===== src/rtl/elevator_scheduler.sv =====
// elevator_scheduler
// ------------------
// Motion scheduler for one elevator car. It sweeps in one direction while
// there are requests ahead of the car, then reverses. Requests are latched
// into a pending bitmap. The car steps one floor each TRAVEL_CYCLES cycles
// and holds the door open for DOOR_CYCLES cycles at each requested floor.
// emergency_stop freezes the car with the door closed and locked.
//
// Ports
//   clk            in   system clock, rising edge
//   rst            in   synchronous, active-high reset
//   req_valid      in   request strobe; req_floor is sampled when high
//   req_floor      in   requested floor index (out-of-range values ignored)
//   emergency_stop in   level-sensitive stop, overrides all motion
//   current_floor  out  registered car position
//   requests       out  registered pending-request bitmap
//   up/down/idle   out  state decodes (MOVE_UP / MOVE_DOWN / IDLE)
//   door           out  00 closed, 01 open, 10 closed-and-locked
//   arrived        out  one-cycle pulse when the car stops at a requested floor
//   state_dbg      out  raw FSM state encoding, for checkers and debug
//
// Handshake: there is no back-pressure. A request is accepted on every
// rising edge where req_valid is high, unless it is out of range, the car is
// in EMERG, emergency_stop is high, or it names the current floor while the
// door is open (that case restarts the door dwell instead).

module elevator_scheduler #(
  parameter int NUM_FLOORS    = 8,
  parameter int FLOOR_W       = 3,
  parameter int TRAVEL_CYCLES = 4,
  parameter int DOOR_CYCLES   = 6
) (
  input  logic                  clk,
  input  logic                  rst,
  input  logic                  req_valid,
  input  logic [FLOOR_W-1:0]    req_floor,
  input  logic                  emergency_stop,
  output logic [FLOOR_W-1:0]    current_floor,
  output logic [NUM_FLOORS-1:0] requests,
  output logic                  up,
  output logic                  down,
  output logic                  idle,
  output logic [1:0]            door,
  output logic                  arrived,
  output logic [2:0]            state_dbg
);

  localparam int TW = (TRAVEL_CYCLES > 1) ? $clog2(TRAVEL_CYCLES) : 1;
  localparam int DW = (DOOR_CYCLES > 1) ? $clog2(DOOR_CYCLES) : 1;

  localparam logic [FLOOR_W:0]   NUM_FLOORS_L = (FLOOR_W + 1)'(NUM_FLOORS);
  localparam logic [FLOOR_W-1:0] TOP_FLOOR    = FLOOR_W'(NUM_FLOORS - 1);
  localparam logic [TW-1:0]      TRAVEL_LAST  = TW'(TRAVEL_CYCLES - 1);
  localparam logic [DW-1:0]      DOOR_LAST    = DW'(DOOR_CYCLES - 1);

  typedef enum logic [2:0] {
    S_IDLE      = 3'd0,
    S_MOVE_UP   = 3'd1,
    S_MOVE_DOWN = 3'd2,
    S_DOOR_OPEN = 3'd3,
    S_EMERG     = 3'd4
  } state_t;

  state_t                state, state_next;
  logic [FLOOR_W-1:0]    floor_next;
  logic [NUM_FLOORS-1:0] requests_next;
  logic                  last_dir, last_dir_next;  // 1 = up, 0 = down
  logic [TW-1:0]         travel_cnt, travel_next;
  logic [DW-1:0]         door_cnt, door_next;
  logic                  arrived_next;

  // Floor masks: one-hot at a floor, and all floors strictly above/below it.
  function automatic logic [NUM_FLOORS-1:0] onehot_of(input logic [FLOOR_W-1:0] f);
    logic [NUM_FLOORS-1:0] m;
    for (int i = 0; i < NUM_FLOORS; i++) m[i] = (FLOOR_W'(i) == f);
    return m;
  endfunction

  function automatic logic [NUM_FLOORS-1:0] above_of(input logic [FLOOR_W-1:0] f);
    logic [NUM_FLOORS-1:0] m;
    for (int i = 0; i < NUM_FLOORS; i++) m[i] = (FLOOR_W'(i) > f);
    return m;
  endfunction

  function automatic logic [NUM_FLOORS-1:0] below_of(input logic [FLOOR_W-1:0] f);
    logic [NUM_FLOORS-1:0] m;
    for (int i = 0; i < NUM_FLOORS; i++) m[i] = (FLOOR_W'(i) < f);
    return m;
  endfunction

  // Request acceptance, independent of the floor-specific door rule.
  logic                  req_accept;
  logic [NUM_FLOORS-1:0] req_mask;
  logic [NUM_FLOORS-1:0] cur_mask;
  logic                  any_above, any_below, cur_pending;

  assign req_accept = req_valid && ({1'b0, req_floor} < NUM_FLOORS_L) &&
                      !emergency_stop && (state != S_EMERG);
  assign req_mask   = req_accept ? onehot_of(req_floor) : '0;
  assign cur_mask   = onehot_of(current_floor);
  assign any_above  = |(requests & above_of(current_floor));
  assign any_below  = |(requests & below_of(current_floor));
  assign cur_pending = |(requests & cur_mask);

  // Candidate position after one floor of travel, saturated at the ends.
  logic [FLOOR_W-1:0]    step_floor;
  logic [NUM_FLOORS-1:0] step_mask;
  logic [NUM_FLOORS-1:0] pending;   // latched requests plus this cycle's request
  logic                  ahead_after_step;

  always_comb begin
    step_floor = current_floor;
    if (state == S_MOVE_UP) begin
      if (current_floor != TOP_FLOOR) step_floor = current_floor + FLOOR_W'(1);
    end else if (state == S_MOVE_DOWN) begin
      if (current_floor != '0) step_floor = current_floor - FLOOR_W'(1);
    end
  end

  assign step_mask = onehot_of(step_floor);
  assign pending   = requests | req_mask;
  assign ahead_after_step = (state == S_MOVE_UP) ? |(pending & above_of(step_floor))
                                                 : |(pending & below_of(step_floor));

  // State register and datapath registers.
  always_ff @(posedge clk) begin
    if (rst) begin
      state         <= S_IDLE;
      current_floor <= '0;
      requests      <= '0;
      last_dir      <= 1'b1;
      travel_cnt    <= '0;
      door_cnt      <= '0;
      arrived       <= 1'b0;
    end else begin
      state         <= state_next;
      current_floor <= floor_next;
      requests      <= requests_next;
      last_dir      <= last_dir_next;
      travel_cnt    <= travel_next;
      door_cnt      <= door_next;
      arrived       <= arrived_next;
    end
  end

  // Next-state and datapath logic.
  always_comb begin
    state_next    = state;
    floor_next    = current_floor;
    requests_next = requests | req_mask;
    last_dir_next = last_dir;
    travel_next   = travel_cnt;
    door_next     = door_cnt;
    arrived_next  = 1'b0;

    unique case (state)
      S_IDLE: begin
        travel_next = '0;
        door_next   = '0;
        if (cur_pending) begin
          // Clearing wins over a same-cycle request for this floor: the door
          // is opening for it anyway.
          state_next    = S_DOOR_OPEN;
          requests_next = (requests | req_mask) & ~cur_mask;
          arrived_next  = 1'b1;
        end else if (any_above && (last_dir || !any_below)) begin
          state_next    = S_MOVE_UP;
          last_dir_next = 1'b1;
        end else if (any_below) begin
          state_next    = S_MOVE_DOWN;
          last_dir_next = 1'b0;
        end
      end

      S_MOVE_UP, S_MOVE_DOWN: begin
        if (travel_cnt == TRAVEL_LAST) begin
          travel_next = '0;
          floor_next  = step_floor;
          if (|(pending & step_mask)) begin
            state_next    = S_DOOR_OPEN;
            requests_next = pending & ~step_mask;
            arrived_next  = 1'b1;
          end else if (!ahead_after_step) begin
            state_next = S_IDLE;
          end
        end else begin
          travel_next = travel_cnt + TW'(1);
        end
      end

      S_DOOR_OPEN: begin
        travel_next = '0;
        if (|(req_mask & cur_mask)) begin
          // Someone pressed the current floor again: keep the door open for
          // a full dwell and do not record a new stop.
          requests_next = requests | (req_mask & ~cur_mask);
          door_next     = '0;
        end else if (door_cnt == DOOR_LAST) begin
          state_next = S_IDLE;
          door_next  = '0;
        end else begin
          door_next = door_cnt + DW'(1);
        end
      end

      S_EMERG: begin
        travel_next = '0;
        door_next   = '0;
        if (!emergency_stop) state_next = S_IDLE;
      end

      default: begin
        state_next  = S_IDLE;
        travel_next = '0;
        door_next   = '0;
      end
    endcase

    // Emergency overrides everything above: freeze position, bitmap and
    // sweep direction, and drop any partial travel or dwell.
    if (emergency_stop) begin
      state_next    = S_EMERG;
      floor_next    = current_floor;
      requests_next = requests;
      last_dir_next = last_dir;
      travel_next   = '0;
      door_next     = '0;
      arrived_next  = 1'b0;
    end
  end

  // Status outputs decode only registered state.
  assign up        = (state == S_MOVE_UP);
  assign down      = (state == S_MOVE_DOWN);
  assign idle      = (state == S_IDLE);
  assign door      = (state == S_EMERG)     ? 2'b10 :
                     (state == S_DOOR_OPEN) ? 2'b01 : 2'b00;
  assign state_dbg = state;

endmodule


===== config.mk =====
export PLATFORM = sky130hd
export DESIGN_NAME = elevator_scheduler
export DESIGN_NICKNAME = d
export VERILOG_FILES = /design/src/rtl/elevator_scheduler.sv
export SDC_FILE = /design/constraint.sdc
export NUM_CORES = 1
export LEC_CHECK = 0
export CAP_MARGIN = 0
export CORE_MARGIN = 2
export CORE_UTILIZATION = 40
export CTS_CLUSTER_DIAMETER = 80
export DETAILED_ROUTE_END_ITERATION = 12
export HOLD_SLACK_MARGIN = 0.08
export SYNTH_ARGS = -nofsm -noshare
export SYNTH_HDL_FRONTEND = slang
export SYNTH_SLANG_ARGS = --single-unit

===== constraint.sdc =====
create_clock -name clk -period 4.2 [get_ports clk]
set_input_delay 0.84 -clock clk [delete_from_list [all_inputs] [get_ports clk]]
set_output_delay 0.84 -clock clk [all_outputs]
set_load 0.1 [all_outputs]

Word-level counts from Yosys, hierarchy flattened:

Index checks and enable logic that the tools add are counted.

* bits in registers: 21
* bits of input ports: 7
* output and inout bits: 20

* add/subtract/negate cells: 4
* magnitude comparators: 32
* eq/ne operators: 39
* muxes and demuxes: 32
* bitwise gates (word level): 17
* reduce and logical (&&, ||, !) cells: 26

Operators by type and width (count)
* $and A8 B8 Y8: 10
* $reduce_or A8 Y1: 7
* $mux W3: 15
* $mux W8: 5
* $eq A3 B3 Y1 const A: 12
* $gt A3 B3 Y1 const A: 8
* $lt A3 B3 Y1 const A: 8
* $pmux W8 S3: 1
* $eq A2 B3 Y1 const A: 6
* $ne A3 B3 Y1 const B: 6
* $not A8 Y8: 2
* $or A8 B8 Y8: 2
* $gt A1 B3 Y1 const A: 4
* $gt A2 B3 Y1 const A: 4
* $logic_not A3 Y1: 4
* $lt A1 B3 Y1 const A: 4
* $lt A2 B3 Y1 const A: 4
* $reduce_and A5 Y1: 2
* $eq A1 B3 Y1 const A: 3
* $pmux W3 S3: 1
* $mux W1: 7
* $add A3 B1 Y3 const B: 2
* $eq A3 B2 Y1 const B: 2
* $eq A3 B3 Y1 const B: 2
* 21 further kinds: 29

Longest topological paths before layout:

* word-level depth: 13
* gate-level depth with buffers: 13

Least setup slack after synthesis:

OpenSTA, ideal clock, no wires.

* kind: reg2reg
* start point: register state[1] (netlist: state_dbg[1])
* end point: register state[0] (netlist: state_dbg[0])
* setup time: 0.072 ns
* data arrival time: 4.320 ns
* data required time: 4.128 ns
* slack: -0.192 ns
* stages on the path, launching flop included: 11
* buffers on the path: 2
* clock period less this slack: 4.392 ns
* cell sequence: dfxtp_1 -> buf_6 -> nor3b_2 -> a32oi_1 -> a21o_1 -> buf_6 -> nor3_2 -> o21ai_1 -> a2111o_1 -> a221oi_2 -> mux2i_1

* cells in the longest elaborated chain, start to end: 9

RTL lines
* start, declared: RTL line 64 `state_t state, state_next;`
* start signal, assigned: RTL line 136 `state <= state_next;`
* $eq A3 B2 Y1 *
* net down: RTL line 41 `output logic down,`
* $mux W3: RTL line 115 `end else if (state == S_MOVE_DOWN) begin`
* $mux W3: RTL line 113 `if (state == S_MOVE_UP) begin`
* $lt A1 B3 Y1, or another cell as far along: RTL line 87 `for (int i = 0; i < NUM_FLOORS; i++) m[i] = (FLOOR_W'(i) < f);`
* $and A8 B8 Y8, on equally long branches: RTL line 123, 122, 179
* $reduce_or A8 Y1, on equally long branches: RTL line 123, 122, 179
* $mux W1 or $mux W3 (tied branches): RTL line 122, 179
* $ne A3 B3 Y1 (no source line) or $mux W3 (tied branches)
* $reduce_and A5 Y1 (no source line) or $pmux W3 S3 (tied branches)

Mark *: on every way through the listed nets, which the timed path passes. The rest lies on a longest branch. The select of a mux whose other input is x is not followed.
A chain may end at the register's enable or synchronous reset.

Final worst setup path:

* start point: input port emergency_stop
* end point: register requests[1]

* cells in the longest elaborated chain, start to end: 10

RTL lines
* start, declared: RTL line 37 `input logic emergency_stop,`
* $logic_not A1 Y1
* $logic_and A1 B1 Y1: RTL line 97 `assign req_accept = req_valid && ({1'b0, req_floor} < NUM_FLOORS_L) &&`
* $logic_and A1 B1 Y1: RTL line 98 `!emergency_stop && (state != S_EMERG);`
* $mux W8: RTL line 99 `assign req_mask = req_accept ? onehot_of(req_floor) : '0;`
* $or A8 B8 Y8: RTL line 121, 150, 164
* $and A8 B8 Y8: RTL line 179 `if (|(pending & step_mask)) begin`
* $reduce_or A8 Y1: RTL line 179
* $mux W8: RTL line 179
* $mux W8: RTL line 176 `if (travel_cnt == TRAVEL_LAST) begin`
* $pmux W8 S3: RTL line 156 `unique case (state)`
* end signal, assigned: RTL line 138 `requests <= requests_next;`
* end, declared: RTL line 39 `output logic [NUM_FLOORS-1:0] requests,`

Several ways; a longest one is shown, not always the timed one.

==> impl_metrics.py <==
metrics = {
    "sta": {
        "hold_viol_final": 0,
        "slew_headroom": 0.353,
        "fmax_mhz": 296,
        "rsz0062_at_grt": "no",
        "tightest_slew_ns": 0.967,
        "fin_crit_sh": 0.805,
        "setup_violations": 0,
        "setup_tns_ns": 0,
        "maxSlewViolCount": 0,
        "skew_ns": 0.0161,
        "worst_slack_ns": 0.817,
        "timing.final.crit_period_ns": 3.38,
    },
    "critical_path": {
        "critPathArrivalTime_ns": 3.53,
        "crit_fanout": 10,
        "start_kind": "input port",
        "cp-end-kind": "flip-flop",
        "reg2reg_slack_ns": 0.86,
        "worstSetupPathType": "in2reg",
        "cp.required_ns": 4.34,
    },
    "placement": {
        "port_buffers": 26,
        "place_ws_ns": 0.595,
        "hpwlAfterDp_mm": 5.13,
        "gp_congestion": 0.958,
        "dp_cells": 365,
    },
    "detailed_routing": {
        "drt_first_iter_violations": 225,
        "wire_per_inst_um": 19.0,
        "drt_wl_total_mm": 6.99,
        "vias_per_cell": 6.42,
        "drc_errors": 0,
        "drtPass1Iterations": 5,
        "vias": 2368,
        "postRouteAntennaNets": 0,
    },
    "global_route": {
        "antenna_found_initial": 0,
        "grt_usage": 0.240,
        "first_global_vias": 2124,
        "grt_pass1_wl_mm": 11.2,
        "grt-ovfl-total": 0,
        "grt_start_max_net_pins": 30,
    },
    "finish": {
        "synthToLayoutAreaGrowth_pct": 16.3,
        "nNetsFinal": 313,
        "stdcell_count": 369,
        "n_antenna_cell": 0,
        "drive_gt1_frac": 0.114,
        "nFillCells": 528,
        "final_util": 0.479,
    },
    "logic_synthesis": {
        "yosysUniqueCellTypes": 72,
        "synth_area_um2": 2090,
        "synthFlopType": "dfxtp_1",
        "yosysSeqAreaShare": 0.201,
        "synth_edf_count": 0,
        "syn_area_per_cell_um2": 7.38,
        "async_flop_share": 0,
        "synthCells": 283,
        "yosys_warnings": 0,
        "synth-seq-cells": 21,
        "synth.net_count": 296,
    },
    "cts": {
        "clkSlewWorstSetupHoldPaths_ns": 0.09,
        "cts_setup_buffers": 0,
        "ctsLongestPathBuffers": 2,
        "postCtsHoldBufs": 0,
        "cts-htree-levels": 1,
        "clkLatencyLatePin_ns": 0.28,
        "root_buffer": "clkbuf_8",
        "cts_sinks": 21,
        "cts_tree": "yes",
        "cts_resized": 0,
        "numCtsBuffers": 3,
    },
    "run_status": {
        "run_status": "completed",
    },
    "pwr": {
        "power_leakage_uw": 0.000873,
        "power_uw": 518,
        "p_per_area_nw_per_um2": 213,
        "peakVddDrop_v": 0.000197,
    },
    "die": {
        "initial_core_util": 0.411,
        "die_h_um": 76.3,
        "rows": 26,
        "die_w_um": 76.3,
        "core-area_um2": 5070,
        "io_pins": 27,
        "dieArea_um2": 5810,
    },
    "job": {
        "maxCapViolCount": 0,
    },
    "hold_path": {
        "hp-class": "reg2reg",
    },
}
## power breakdown
group | internal [µW] | switching [µW] | leakage (µW) | total, µW
clock | 66.5 | 76.5 | 0.0000255 | 143
sequential | 203 | 11.3 | 0.000170 | 214
combinational | 52.4 | 109 | 0.000678 | 161
total | 321 | 197 | 0.000873 | 518
## metal layers
layer / GRT usage / wire length, µm / vias to the layer above / part of all wire
met2: 0.383 / 3170 / 138 / 0.45
met3: 0.0427 / 691 / 14 / 0.099
li1: - / - / 1116 / -
met1: 0.319 / 2950 / 1100 / 0.42
met5: 0 / 0 / - / 0
met4: 0.0982 / 178 / 0 / 0.025
## Yosys cell counts, drive strengths merged, types with 7 or more instances
library cell / n / area [µm²]
a21oi: 28 / 140
buf: 8 / 58.8
clkbuf: 15 / 56.3
dfxtp: 21 / 420
inv: 8 / 30.0
nand2: 21 / 78.8
nand3: 7 / 35.0
nand4: 8 / 50.1
nor2: 21 / 78.8
nor3: 23 / 120
nor3b: 7 / 73.8
o21ai: 20 / 100
## sequential cells by signal (all words and copies together) (netlist names)
register       count
requests           8
travel_cnt         2
current_floor      3
state_dbg          3
arrived            1
last_dir           1
door_cnt           3
## critical path: stages
cell	delay [ns]
clkdlybuf4s50_1	0.58
and3b_1	0.27
a31oi_1	0.46
o21ai_0	0.16
a2111oi_0	0.42
nor4_1	0.15
buf_4	0.19
nand4_1	0.09
a21oi_1	0.08
nor3_1	0.28
## per-stage QoR
step / hold slack [ns] / area, µm²
detailed placement: 0.433 / 2380
global placement: 0.420 / 2380
finish: 0.445 / 2430
floorplan: 0.408 / 2090
CTS: 0.446 / 2430
global route: 0.464 / 2430
## layout by cell type (no fill, tap or decap), types with 3 or more instances in the layout
master	netlist	layout
o31ai_1	3	3
clkbuf_8	0	3
nand3_1	7	7
ha_1	6	6
nor4_1	3	3
a21o_1	6	6
nor2b_1	6	6
o21ai_0	18	18
nor2_1	21	21
a211oi_1	4	4
nand4_1	8	8
mux2i_1	5	5
a21oi_1	28	28
buf_4	1	14
clkdlybuf4s50_1	0	21
o211ai_1	3	3
dfxtp_1	21	21
nand2_1	21	21
a41oi_1	3	3
o22ai_1	3	3
a31oi_1	3	3
nor3_1	22	22
inv_1	8	8
nor3b_1	4	4
a22oi_1	3	3
## cell type report
| type | count | area, µm² | area share |
|---|---|---|---|
| multi-input cells | 231 | 1530 | 0.630 |
| flip-flops and latches | 21 | 420 | 0.173 |
| repair buffers | 35 | 315 | 0.130 |
| well taps | 70 | 87.6 | 0.0361 |
| clock buffers | 3 | 41.3 | 0.0170 |
| inverters | 8 | 30.0 | 0.0124 |
| clock inverters | 1 | 5.00 | 0.00206 |
## final timing paths
kind | startpoint | to | cells past startpoint
hold / removal | travel_cnt[0] | travel_cnt[0] | 1
setup reg to reg | state_dbg[2] | requests[1] | 9
setup / recovery | emergency_stop | requests[1] | 10
hold reg to reg | travel_cnt[0] | travel_cnt[0] | 1
## cells by family after synthesis
logic type	share of synthesized area
xor gates and xnor gates	0.00839
adders and majority gates	0.0359
DFF	0.201
AOI/OAI and AO/OA	0.340
and+or+nand+nor	0.309
muxes	0.0359
buffers and inverters	0.0695
No activity file was read; power rests on OpenSTA's default activity.
